--- src/rtl/riscv_trace_pkg.sv ---
// rtl/riscv_trace_pkg.sv - shared types and constants for the retire-trace capture block
// Contents: trace_rec_t (pc/instr/cycle record), TRACE_DEPTH_DEFAULT, LAST_PC_RESET.
package riscv_trace_pkg;

    localparam int TRACE_DEPTH_DEFAULT = 16;

    // Value last_pc takes out of reset; no real fetch address matches it,
    // so the first record after reset is never suppressed.
    localparam logic [31:0] LAST_PC_RESET = 32'hFFFF_FFFF;

    typedef struct packed {
        logic [31:0] pc;
        logic [31:0] instr;
        logic [31:0] cycle;
    } trace_rec_t;

endpackage

--- src/rtl/trace_capture_if.sv ---
// rtl/trace_capture_if.sv - retire-record input and head-record output bundle
// Signals: in_valid/in_pc/in_instr/in_cycle (core side),
//          out_valid/out_ready/out_pc/out_instr/out_cycle (consumer side).
// Modports: master = core + consumer (drives in_*, out_ready), slave = capture block.
interface trace_capture_if;

    logic        in_valid;
    logic [31:0] in_pc;
    logic [31:0] in_instr;
    logic [31:0] in_cycle;

    logic        out_valid;
    logic        out_ready;
    logic [31:0] out_pc;
    logic [31:0] out_instr;
    logic [31:0] out_cycle;

    modport master (
        output in_valid, in_pc, in_instr, in_cycle, out_ready,
        input  out_valid, out_pc, out_instr, out_cycle
    );

    modport slave (
        input  in_valid, in_pc, in_instr, in_cycle, out_ready,
        output out_valid, out_pc, out_instr, out_cycle
    );

endinterface

--- src/rtl/trace_fifo.sv ---
// rtl/trace_fifo.sv - first-word-fall-through record FIFO with pointers and level
// Ports: clk, reset (async, active-high), push/wr_data (write side), pop/rd_data (head),
//        level/full/empty (occupancy). rd_data reads zero while empty.
module trace_fifo
    import riscv_trace_pkg::*;
#(
    parameter int DEPTH = TRACE_DEPTH_DEFAULT
) (
    input  logic                   clk,
    input  logic                   reset,
    input  logic                   push,
    input  logic                   pop,
    input  trace_rec_t             wr_data,
    output trace_rec_t             rd_data,
    output logic [$clog2(DEPTH):0] level,
    output logic                   full,
    output logic                   empty
);

    localparam int              PW       = $clog2(DEPTH);
    localparam logic [PW:0]     FULL_LVL = (PW + 1)'(DEPTH);

    // Storage is deliberately left out of reset; only the pointers and level matter.
    trace_rec_t    mem_q [DEPTH];

    logic [PW-1:0] wr_ptr_q, wr_ptr_d;
    logic [PW-1:0] rd_ptr_q, rd_ptr_d;
    logic [PW:0]   level_q,  level_d;
    logic          do_push,  do_pop;

    always_comb begin
        do_pop   = pop && (level_q != '0);
        // A full FIFO still takes a write when the head leaves in the same cycle.
        do_push  = push && ((level_q != FULL_LVL) || do_pop);
        wr_ptr_d = wr_ptr_q;
        rd_ptr_d = rd_ptr_q;
        level_d  = level_q;
        // Pointers wrap for free because DEPTH is a power of two.
        if (do_push) begin
            wr_ptr_d = wr_ptr_q + PW'(1);
        end
        if (do_pop) begin
            rd_ptr_d = rd_ptr_q + PW'(1);
        end
        case ({do_push, do_pop})
            2'b10:   level_d = level_q + (PW + 1)'(1);
            2'b01:   level_d = level_q - (PW + 1)'(1);
            default: level_d = level_q;
        endcase
    end

    always_ff @(posedge clk or posedge reset) begin
        if (reset) begin
            wr_ptr_q <= '0;
            rd_ptr_q <= '0;
            level_q  <= '0;
        end else begin
            wr_ptr_q <= wr_ptr_d;
            rd_ptr_q <= rd_ptr_d;
            level_q  <= level_d;
        end
    end

    always_ff @(posedge clk) begin
        if (do_push && !reset) begin
            mem_q[wr_ptr_q] <= wr_data;
        end
    end

    assign level   = level_q;
    assign empty   = (level_q == '0);
    assign full    = (level_q == FULL_LVL);
    assign rd_data = empty ? '0 : mem_q[rd_ptr_q];

endmodule

--- src/rtl/trace_capture.sv ---
// rtl/trace_capture.sv - retire-trace capture: accepts core retire records into a FIFO, counts overflow drops
// Ports: clk, reset (async, active-high), bus (trace_capture_if.slave: in_* records in,
//        out_* head record with out_valid/out_ready), level/full/empty, drop_count (saturating).
// Build option: TRACE_FILTER_EN enables stall suppression (a record whose pc equals the
//        last pushed pc is discarded without counting as a drop).
module trace_capture
    import riscv_trace_pkg::*;
#(
    parameter int DEPTH = TRACE_DEPTH_DEFAULT,
    parameter int CNT_W = 16
) (
    input  logic                   clk,
    input  logic                   reset,
    trace_capture_if.slave         bus,
    output logic [$clog2(DEPTH):0] level,
    output logic                   full,
    output logic                   empty,
    output logic [CNT_W-1:0]       drop_count
);

    trace_rec_t       in_rec;
    trace_rec_t       head_rec;
    logic             pop;
    logic             push;
    logic             drop;
    logic             filtered;
    logic [CNT_W-1:0] drop_count_q, drop_count_d;

`ifdef TRACE_FILTER_EN
    logic [31:0]      last_pc_q, last_pc_d;
`endif

    always_comb begin
        in_rec   = '{pc: bus.in_pc, instr: bus.in_instr, cycle: bus.in_cycle};
        pop      = !empty && bus.out_ready;
        filtered = 1'b0;
`ifdef TRACE_FILTER_EN
        // A stalled core re-presents the same pc; keep only the first copy.
        filtered = bus.in_valid && (bus.in_pc == last_pc_q);
`endif
        push         = bus.in_valid && !filtered && (!full || pop);
        drop         = bus.in_valid && !filtered && !push;
        drop_count_d = drop_count_q;
        if (drop && (drop_count_q != '1)) begin
            drop_count_d = drop_count_q + CNT_W'(1);
        end
`ifdef TRACE_FILTER_EN
        last_pc_d = push ? bus.in_pc : last_pc_q;
`endif
    end

    always_ff @(posedge clk or posedge reset) begin
        if (reset) begin
            drop_count_q <= '0;
`ifdef TRACE_FILTER_EN
            last_pc_q    <= LAST_PC_RESET;
`endif
        end else begin
            drop_count_q <= drop_count_d;
`ifdef TRACE_FILTER_EN
            last_pc_q    <= last_pc_d;
`endif
        end
    end

    trace_fifo #(
        .DEPTH (DEPTH)
    ) u_fifo (
        .clk     (clk),
        .reset   (reset),
        .push    (push),
        .pop     (pop),
        .wr_data (in_rec),
        .rd_data (head_rec),
        .level   (level),
        .full    (full),
        .empty   (empty)
    );

    assign bus.out_valid = !empty;
    assign bus.out_pc    = head_rec.pc;
    assign bus.out_instr = head_rec.instr;
    assign bus.out_cycle = head_rec.cycle;
    assign drop_count    = drop_count_q;

endmodule

--- src/flat_wrapper.sv ---
// flat-port wrapper written by rule: the top's interface ports become plain ports
module trace_capture_flat import riscv_trace_pkg::*;
#(
    parameter int DEPTH = TRACE_DEPTH_DEFAULT,
    parameter int CNT_W = 16
)
  (clk, reset, level, full, empty, drop_count, bus_in_valid, bus_in_pc, bus_in_instr, bus_in_cycle, bus_out_ready, bus_out_valid, bus_out_pc, bus_out_instr, bus_out_cycle);
  trace_capture_if bus_i ();
  input  logic clk;
  input  logic reset;
  output logic [$clog2(DEPTH):0] level;
  output logic full;
  output logic empty;
  output logic [CNT_W-1:0] drop_count;
  input wire logic [$bits(bus_i.in_valid)-1:0] bus_in_valid;
  input wire logic [$bits(bus_i.in_pc)-1:0] bus_in_pc;
  input wire logic [$bits(bus_i.in_instr)-1:0] bus_in_instr;
  input wire logic [$bits(bus_i.in_cycle)-1:0] bus_in_cycle;
  input wire logic [$bits(bus_i.out_ready)-1:0] bus_out_ready;
  output wire logic [$bits(bus_i.out_valid)-1:0] bus_out_valid;
  output wire logic [$bits(bus_i.out_pc)-1:0] bus_out_pc;
  output wire logic [$bits(bus_i.out_instr)-1:0] bus_out_instr;
  output wire logic [$bits(bus_i.out_cycle)-1:0] bus_out_cycle;
  assign bus_i.in_valid = bus_in_valid;
  assign bus_i.in_pc = bus_in_pc;
  assign bus_i.in_instr = bus_in_instr;
  assign bus_i.in_cycle = bus_in_cycle;
  assign bus_i.out_ready = bus_out_ready;
  assign bus_out_valid = bus_i.out_valid;
  assign bus_out_pc = bus_i.out_pc;
  assign bus_out_instr = bus_i.out_instr;
  assign bus_out_cycle = bus_i.out_cycle;
  trace_capture #(.DEPTH(DEPTH), .CNT_W(CNT_W)) u_core (.clk(clk), .reset(reset), .bus(bus_i), .level(level), .full(full), .empty(empty), .drop_count(drop_count));
endmodule
--- config.mk ---
export PLATFORM = sky130hd
export DESIGN_NAME = trace_capture_flat
export DESIGN_NICKNAME = d
export VERILOG_FILES = /design/src/rtl/riscv_trace_pkg.sv /design/src/rtl/trace_capture_if.sv /design/src/rtl/trace_fifo.sv /design/src/rtl/trace_capture.sv /design/src/flat_wrapper.sv
export SDC_FILE = /design/constraint.sdc
export NUM_CORES = 1
export LEC_CHECK = 0
export BUFFER_PORTS_ARGS = -buffer_cell sky130_fd_sc_hd__buf_2
export CAP_MARGIN = 20
export CORE_ASPECT_RATIO = 1.4
export CORE_MARGIN = 1.5
export CORE_UTILIZATION = 40
export CTS_CLUSTER_SIZE = 25
export DETAILED_ROUTE_END_ITERATION = 7
export GPL_TIMING_DRIVEN = 0
export PLACE_DENSITY_LB_ADDON = 0.2
export REMOVE_ABC_BUFFERS = 1
export SLEW_MARGIN = 40
export SYNTH_ARGS = -nofsm -noshare
export SYNTH_HDL_FRONTEND = slang
export SYNTH_SLANG_ARGS = --single-unit
--- constraint.sdc ---
create_clock -name clk -period 9.65 [get_ports clk]
set_input_delay 1.4475 -clock clk [delete_from_list [all_inputs] [get_ports clk]]
set_output_delay 1.4475 -clock clk [all_outputs]
set_load 0.01 [all_outputs]
Word-level counts from Yosys, hierarchy flattened
Memory sizes are Yosys's and may differ from the RTL's.
Cells that the tools add are included.
W data, S select, Z words.
{"block": "word_totals", "ff_bits": 29, "mem_bits_rw": 1536, "in_bits": 100, "output_inout_bits": 120, "mem_count": 1}
{"name": "u_core.u_fifo.mem_q", "words": 16, "width": 96, "rd": 1, "rd_ports_with_merged_regs": 0, "wr": 1, "line_no": "trace_fifo.sv:24", "rtl": "trace_rec_t mem_q [DEPTH];"}
{"block": "classes", "addsub": 5, "eq_ne": 5, "muxes": 4, "n_reduce_logical": 16}
{"operator": "$mux W96", "n": 1}
{"operator": "$add A16 B1 Y16 const B", "n": 1}
{"operator": "$ne A16 B16 Y1 const B", "n": 1}
{"operator": "$pmux W5 S2", "n": 1}
{"operator": "$add A4 B1 Y4 const B", "n": 2}
{"operator": "$logic_and A1 B1 Y1", "n": 7}
{"operator": "$add A5 B1 Y5 const B", "n": 1}
{"operator": "$eq A5 B5 Y1 const B", "n": 1}
{"operator": "$logic_not A5 Y1", "n": 1}
{"operator": "$ne A5 B5 Y1 const B", "n": 1}
{"operator": "$reduce_bool A5 Y1", "n": 1}
{"operator": "$sub A5 B1 Y5 const B", "n": 1}
{"operator": "$logic_not A1 Y1", "n": 4}
{"operator": "$eq A2 B1 Y1 const B", "n": 1}
{"operator": "$eq A2 B2 Y1 const B", "n": 1}
{"operator": "$logic_or A1 B1 Y1", "n": 2}
{"operator": "$mux W1", "n": 2}
{"operator": "$reduce_bool A2 Y1", "n": 1}

Depth between registers and ports, before layout
Gate-level depths: netlist of the first run.
{"block": "depth", "ltp_word": 9, "mapped_depth": 11, "depth_no_buf": 9}

Modules after synthesis
A second synthesis of the first run with hierarchy kept.
{"block": "unflattened", "cells_unflattened": 2724, "hier_area_um2": 60297.8}
{"mod": "trace_fifo", "instances": 1, "cells_each": 2640, "area_per_inst_um2": 59435.8}
{"mod": "trace_capture", "instances": 1, "cells_each": 84, "area_per_inst_um2": 862.1}

Worst setup path before layout of the first run
OpenSTA, ideal clock, no wires.
{"block": "synth_path", "path_type": "input to register", "from": "in reset", "to": "mem u_core.u_fifo.mem_q[12][0] (netlist name) (enable)", "setup_time_ps": 552, "t_arrival_ps": 6394, "setup_slack_ps": 2704, "stages": 3, "cell_sequence": "inv_1 nand3_1 nor2_1"}
{"block": "synth_via", "elab_chain_len": 4}
{"element": "from (decl)", "line_no": "flat_wrapper.sv:10", "rtl": "input logic reset;"}
{"element": "$logic_not A1 Y1 (no line)"}
{"element": "$logic_and A1 B1 Y1", "line_no": "trace_fifo.sv:65", "rtl": "if (do_push && !reset) begin"}
{"element": "$mux W1", "line_no": "trace_fifo.sv:65"}
{"element": "$mux W1 (implied by the code)", "line_no": "trace_fifo.sv:66", "rtl": "mem_q[wr_ptr_q] <= wr_data;"}
{"element": "to (decl)", "line_no": "trace_fifo.sv:24"}
Every way passes these cells.

Worst setup path in the final report of the first run
{"block": "layout_path", "from": "reg u_core.u_fifo.rd_ptr_q[1]", "to": "out bus_out_instr[19]"}
{"block": "layout_via", "elab_chain_len": 2}
{"element": "from (decl)", "line_no": "trace_fifo.sv:27", "rtl": "logic [PW-1:0] rd_ptr_q, rd_ptr_d;"}
{"element": "from (signal assigned)", "line_no": "trace_fifo.sv:59", "rtl": "rd_ptr_q <= rd_ptr_d;"}
{"element": "$mem_v2 Z16 W96"}
{"element": "$mux W96", "line_no": "trace_fifo.sv:73", "rtl": "assign rd_data = empty ? '0 : mem_q[rd_ptr_q];"}
{"element": "to (decl)", "line_no": "flat_wrapper.sv:22", "rtl": "output wire logic [$bits(bus_i.out_instr)-1:0] bus_out_instr;"}
Every way passes these cells.

==> impl_results.md, run 1 <==
* Fin. Hold Viols at 0
* Max cap viols at 0
* CTS resizes at 0
* CP Capture Type: output pin
* Antenna Nets Post-Route at 0
* Global-route wire length before repair at 206000 µm
* Worst IR Drop VDD at between 0.0002 and 0.00025 V
* H-tree depth at 4
* Clock Tree Root: clkbuf_16
* Synth Flop Type: edfxtp_1
* Crit path max fanout at 27
* Slew headroom at 56.4%
* Placed cell count at roughly 4700
* Switching share of power at 28.3%
* Status: finished clean
* Routed len/inst at 28.3 µm
* Clock transition at the registers of the reported paths at 60 ps
* First DRT Iteration DRCs at 2383
* Die Height at approximately 460 µm
* Sw Pwr at between 5000 and 6000 µW
* Internal power at 14700 µW
* Worst-skew pair later-pin latency at 760 ps
* Most common cell in the netlist: edfxtp_1
* Layout cells sized above 1 at 40.8%
* Post-route DRC at 0
* Final Non-Filler Cells at a little over 5000
* Ys async rst share at 1.85%
* Clock Skew at roughly 19 ps
* Combinational power share at 31.3%
* Clock Path Buffers at 3
* Post-synth top cells: edfxtp_1, mux4_2, mux2_2, a22o_1, clkbuf_1
* Final setup viols at 0
* Avg Inst Size Synth at ~24 µm²
* Final WL at 142000 µm
* Vias in the first global route at 30300
* Largest net degree at the start of global routing at 41
* GRT overflow at 0
* Place WS at 4660 ps
* Drt pass-1 iters at 5
* Crit path DAT at 4200 ps
* Cts hold-fix bufs at 0
* Port bufs at 219
* CTS tree: done
* I/O pin total at 220
* Pwr Total at 20500 µW
* Num CTS Buffers at between 150 and 200
* Critical path type: flop to output pin
* Reg power frac at 39.2%
* Synth unique cells at 42
* Die Area at about 150000 µm²
* Final nets at 3068
* RSZ-0062 raised after global routing: false
* Row count at 167
* Utilization after layout at 49.0%
* Die Wd at 330 µm
* Synthesized cell area at 59900 µm²
* Top-area cell type share of the netlist area at 76.9%
* # Post-CTS Setup Buffers at 0
* Ys Warns at 0
* Leak at between 0.02 and 0.025 µW
* Tot GR Track Use at 19.0%
* Final Max Tran Viols at 0
* Dpl hpwl at between 90000 and 100000 µm
* Worst slew pin tran at 653 ps
* Fin worst setup slack at 4000 ps
* Number of synthesized flops with an enable pin at 1536
* Mapped Cells at 2505
* Min Tclk post-route at 5650 ps
* Vias at 27800
* Clk pwr share at between 20% and 30%
* Core area at 148000 µm²
* Pwr Density at 282 nW/µm²
* Initial antenna violation count at 28
* Sink Count at 1565
* #FFs+latches synth at 1565
* Initial Utilization at roughly two fifths
* GPL Wtd Cong at roughly 0.72
* Worst Path Required at 8200 ps
* Area delta synth->final at 21.2%
* Vias per std cell at ~5.5
* Largest cells by area after synthesis: edfxtp_1, mux4_2, mux2_2, a22o_1, dfrtp_1
* Setup crit start kind: flop
* Seq/Total Area, Yosys at roughly 78%
* Max Fclk at 177 MHz
* Dominant cell type by area after synthesis: edfxtp_1
* Tcrit/Tclk final at 58.5%
* Class of the worst hold path: flop to flop
flip-flops by register name, indices dropped and copies added (netlist names):
name / cells
u_core.u_fifo.wr_ptr_q: 4
u_core.u_fifo.level: 5
u_core.u_fifo.mem_q: 1536
u_core.u_fifo.rd_ptr_q: 4
u_core.drop_count: 16
final cells by class:
cell class              count  area [µm²]
repair buffers            426        5520
well taps                1943        2430
multi-input cells         802       12700
clock buffers             190        4200
fillers                 11800       75700
flip-flops and latches   1565       46900
inverters                   6        22.5
diodes                      5        12.5
clock inverters            94         936
cell usage in the layout, fill, tap and decap left out, types with 5 or more instances in the layout:
cell	count
nor3_1	5
xnor2_1	11
clkbuf_1	25
mux2_2	195
clkinv_4	6
a22o_1	96
dfrtp_1	26
nand2_1	17
nor2_1	9
nand4_1	7
buf_2	219
buf_8	76
buf_16	90
buf_12	39
edfxtp_1	1536
nand3_1	6
inv_6	7
diode_2	5
ha_1	10
clkinv_1	31
nor2_4	17
clkbuf_16	163
clkinv_2	28
xor2_1	11
mux4_2	384
bufinv_16	17
inv_1	5
worst paths after layout:
kind | from | to | slack [ps] | cells after the start
min | u_core.drop_count[7]$_DFFE_PP0P_ | u_core.drop_count[7]$_DFFE_PP0P_ | 520 | 1
max reg2reg | u_core.u_fifo.level[0]$_DFFE_PP0P_ | u_core.u_fifo.mem_q[15][29]$_DFFE_PP_ | 6470 | 8
min in group asynchronous | reset | u_core.drop_count[3]$_DFFE_PP0P_ | 810 | 2
max | u_core.u_fifo.rd_ptr_q[1]$_DFFE_PP0P_ | bus_out_instr[19] | 4000 | 9
max in group asynchronous | reset | u_core.u_fifo.rd_ptr_q[3]$_DFFE_PP0P_ | 8360 | 2
min reg2reg | u_core.drop_count[7]$_DFFE_PP0P_ | u_core.drop_count[7]$_DFFE_PP0P_ | 520 | 1
kinds of logic after synthesis:
group	Yosys count	share of synthesized area, %
DFF	1565	78.2
muxes	580	18.1
and+or+nand+nor	80	0.695
xor gates and xnor gates	22	0.321
AOI/OAI and AO/OA	109	1.54
buffers and inverters	138	0.939
adders and majority gates	11	0.242
routing by layer:
metal | up-vias | global-route usage (%) | routed length, µm | part of all wire [%]
li1 | 11700 | - | - | -
met1 | 15000 | 24.8 | 58400 | 41
met2 | 800 | 32.4 | 72800 | 51
met3 | 243 | 3.77 | 7850 | 5.5
met4 | 22 | 5.18 | 3140 | 2.2
met5 | - | 0 | 124 | 0.087
power groups by stage:
stage / clock network [µW] / logic (µW) / registers, µW
2_1_floorplan: 0 / 4700 / 8700
3_3_place_gp: 0 / 5950 / 8960
3_5_place_dp: 0 / 6580 / 8200
4_1_cts: 6200 / 6600 / 8060
5_1_grt: 6430 / 6890 / 8080
6_report: 6040 / 6430 / 8050
stage by stage:
stage	hold slack [ps]	area, µm²	TNS, ps
finish	522	72700	0
global route	564	72600	0
detailed placement	518	67500	0
CTS	529	72600	0
floorplan	500	59400	-745740
global placement	494	62900	-7455390
critical path, cell delays in order, from the launching register on:
cell	delay, ps
dfrtp_4	800
buf_12	310
buf_12	240
buf_12	230
buf_12	250
buf_12	270
mux4_2	530
mux2_2	300
a22o_1	270
buf_2	150
(Power assumes the default switching activity.)
==> run 2: changes to the inputs <==
clock period = 5 ns   (was 9.65 ns; I/O delays follow)
==> run 2 against run 1 <==
Compared with the run above:
- sequential power up 93%
- register-to-register slack worse by 4600 ps
- cell count about the same
- worst setup slack worse by 3500 ps
- clock skew about the same
- combinational power up 94%
- wire length up 0.16%
- clock power up 94%
- critical endpoint unchanged
==> impl_results.md, run 2 (synthesis results as in run 1) <==
* Clock transition at the registers of the reported paths at 60 ps
* Crit path DAT at 3750 ps
* Critical path type: flop to output pin
* Switching share of power at 28.3%
* Worst-skew pair later-pin latency at 770 ps
* GPL Wtd Cong at approximately 0.72
* Clk pwr share at 29.4%
* Highest-count cells in the layout ignoring fill and taps: edfxtp_1, mux4_2, buf_2
* Dpl hpwl at 94900 µm
* Crit path max fanout at 25
* Design area at 72700 µm²
* Worst Path Required at roughly 4300 ps
* Largest Register: u_core.u_fifo.mem_q
* Tcrit/Tclk final at 89.9%
* Drt pass-1 iters at 5
* Largest net degree at the start of global routing at 41
* Cts hold-fix bufs at 0
* Antenna Nets Post-Route at 0
* Setup crit start kind: flop
* GRT overflow at 0
* Die Area at between 150000 and 200000 µm²
* Die Wd at 330 µm
* Final setup viols at 0
* Pwr Total at 39700 µW
* Vias per std cell at 5.53
* CTS resizes at 0
* Largest register FFs at 1536
* Clock Skew at ~19 ps
* First DRT Iteration DRCs at 2264
* Fin. Hold Viols at 0
* Reg-to-reg slack, setup at 1820 ps
* Initial Utilization at about two fifths
* Core area at 148000 µm²
* Worst IR Drop VDD at 0.000462 V
* Port bufs at 219
* Class of the worst hold path: primary input to async pin
* Commonest non-fill, non-tap cell in the layout: edfxtp_1
* Max cap viols at 0
* I/O pin total at 220
* Final WL at 143000 µm
* Vias in the first global route at 30300
* H-tree depth at 4
* Worst slew pin tran at 653 ps
* Final nets at 3070
* Sw Pwr at 11200 µW
* Global-route wire length before repair at roughly 210000 µm
* Max Fclk at 222 MHz
* # Post-CTS Setup Buffers at 2
* Internal power at 28400 µW
* CTS tree: done
* Post-DP Area at 67500 µm²
* Status: finished clean
* Vias at 27900
* Combinational power share at 31.5%
* CP Capture Type: output pin
* Leak at 0.0236 µW
* Min Tclk post-route at 4500 ps
* Layout cells sized above 1 at 40.9%
* Slew headroom at between 50 and 60%
* RSZ-0062 raised after global routing: false
* Clock Path Buffers at 3
* Row count at around 170
* Pwr Density at 545 nW/µm²
* Die Height at 461 µm
* Clock Tree Root: clkbuf_16
* Post-route DRC at 0
* Num CTS Buffers at 156
* Sink Count at 1565
* Reg power frac at 39.0%
* Final Max Tran Viols at 0
* Tot GR Track Use at 19.1%
* Initial antenna violation count at 28
* Area delta synth->final at 21.3%
* Routed len/inst at 28.3 µm
==> run 2: cell count changes in the layout (fill, tap and decap cells not counted), sizes merged <==
cell,change
buf,+2
diode,-1
==> run 2: layer usage <==
layer | up-vias | share of wire, % | track usage [%] | wire, µm
li1 | 11700 | - | - | -
met1 | 15100 | 41 | 24.9 | 58200
met2 | 825 | 51 | 32.5 | 73000
met3 | 243 | 5.7 | 3.74 | 8130
met4 | 24 | 2.1 | 5.12 | 3070
met5 | - | 0.092 | 0 | 131
==> run 2: power groups by stage <==
stage,combinational [µW],clock [µW],sequential [µW]
2_1_floorplan,6280,0,16400
3_3_place_gp,6950,0,16600
3_5_place_dp,12700,0,15800
4_1_cts,12900,12000,15500
5_1_grt,13400,12400,15500
6_report,12500,11700,15500
==> run 2: layout make-up <==
class	instances	area (µm²)
clock buffers	190	4200
clock inverters	94	936
fillers	11800	75700
flip-flops and latches	1565	46900
multi-input cells	802	12700
diodes	4	10.0
well taps	1943	2430
repair buffers	428	5550
inverters	6	22.5
==> run 2: per-stage QoR <==
stage / instances / TNS (ps) / util (%) / hold slack (ps) / setup slack [ps]
after global routing: 5029 / 0 / 49.0 / 115 / 254
after global placement: 4535 / - / 42.4 / 494 / -18020
after CTS: 5028 / 0 / 49.0 / 68.9 / 332
final: 5032 / 0 / 49.0 / 108 / 504
after floorplan: 2373 / -2483580 / - / 500 / -11530
after detailed placement: 4742 / 0 / 45.5 / 518 / 712
==> run 2: final timing paths <==
kind	from	endpoint	depth (start not counted)
setup / recovery	u_core.u_fifo.rd_ptr_q[1]$_DFFE_PP0P_	bus_out_instr[19]	9
setup reg to reg	u_core.u_fifo.level[0]$_DFFE_PP0P_	u_core.u_fifo.mem_q[15][29]$_DFFE_PP_	8
hold reg to reg	u_core.drop_count[7]$_DFFE_PP0P_	u_core.drop_count[7]$_DFFE_PP0P_	1
max in group asynchronous	reset	u_core.u_fifo.rd_ptr_q[3]$_DFFE_PP0P_	2
hold / removal	reset	u_core.u_fifo.wr_ptr_q[3]$_DFFE_PP0P_	2
min in group clk	bus_in_cycle[21]	u_core.u_fifo.mem_q[0][21]$_DFFE_PP_	1
==> run 2: critical path: stages, from the launching register on <==
cell	delay, ps
dfrtp_4	430
buf_12	230
buf_12	240
buf_12	230
buf_12	240
buf_12	270
mux4_2	530
mux2_2	300
a22o_1	270
buf_2	150
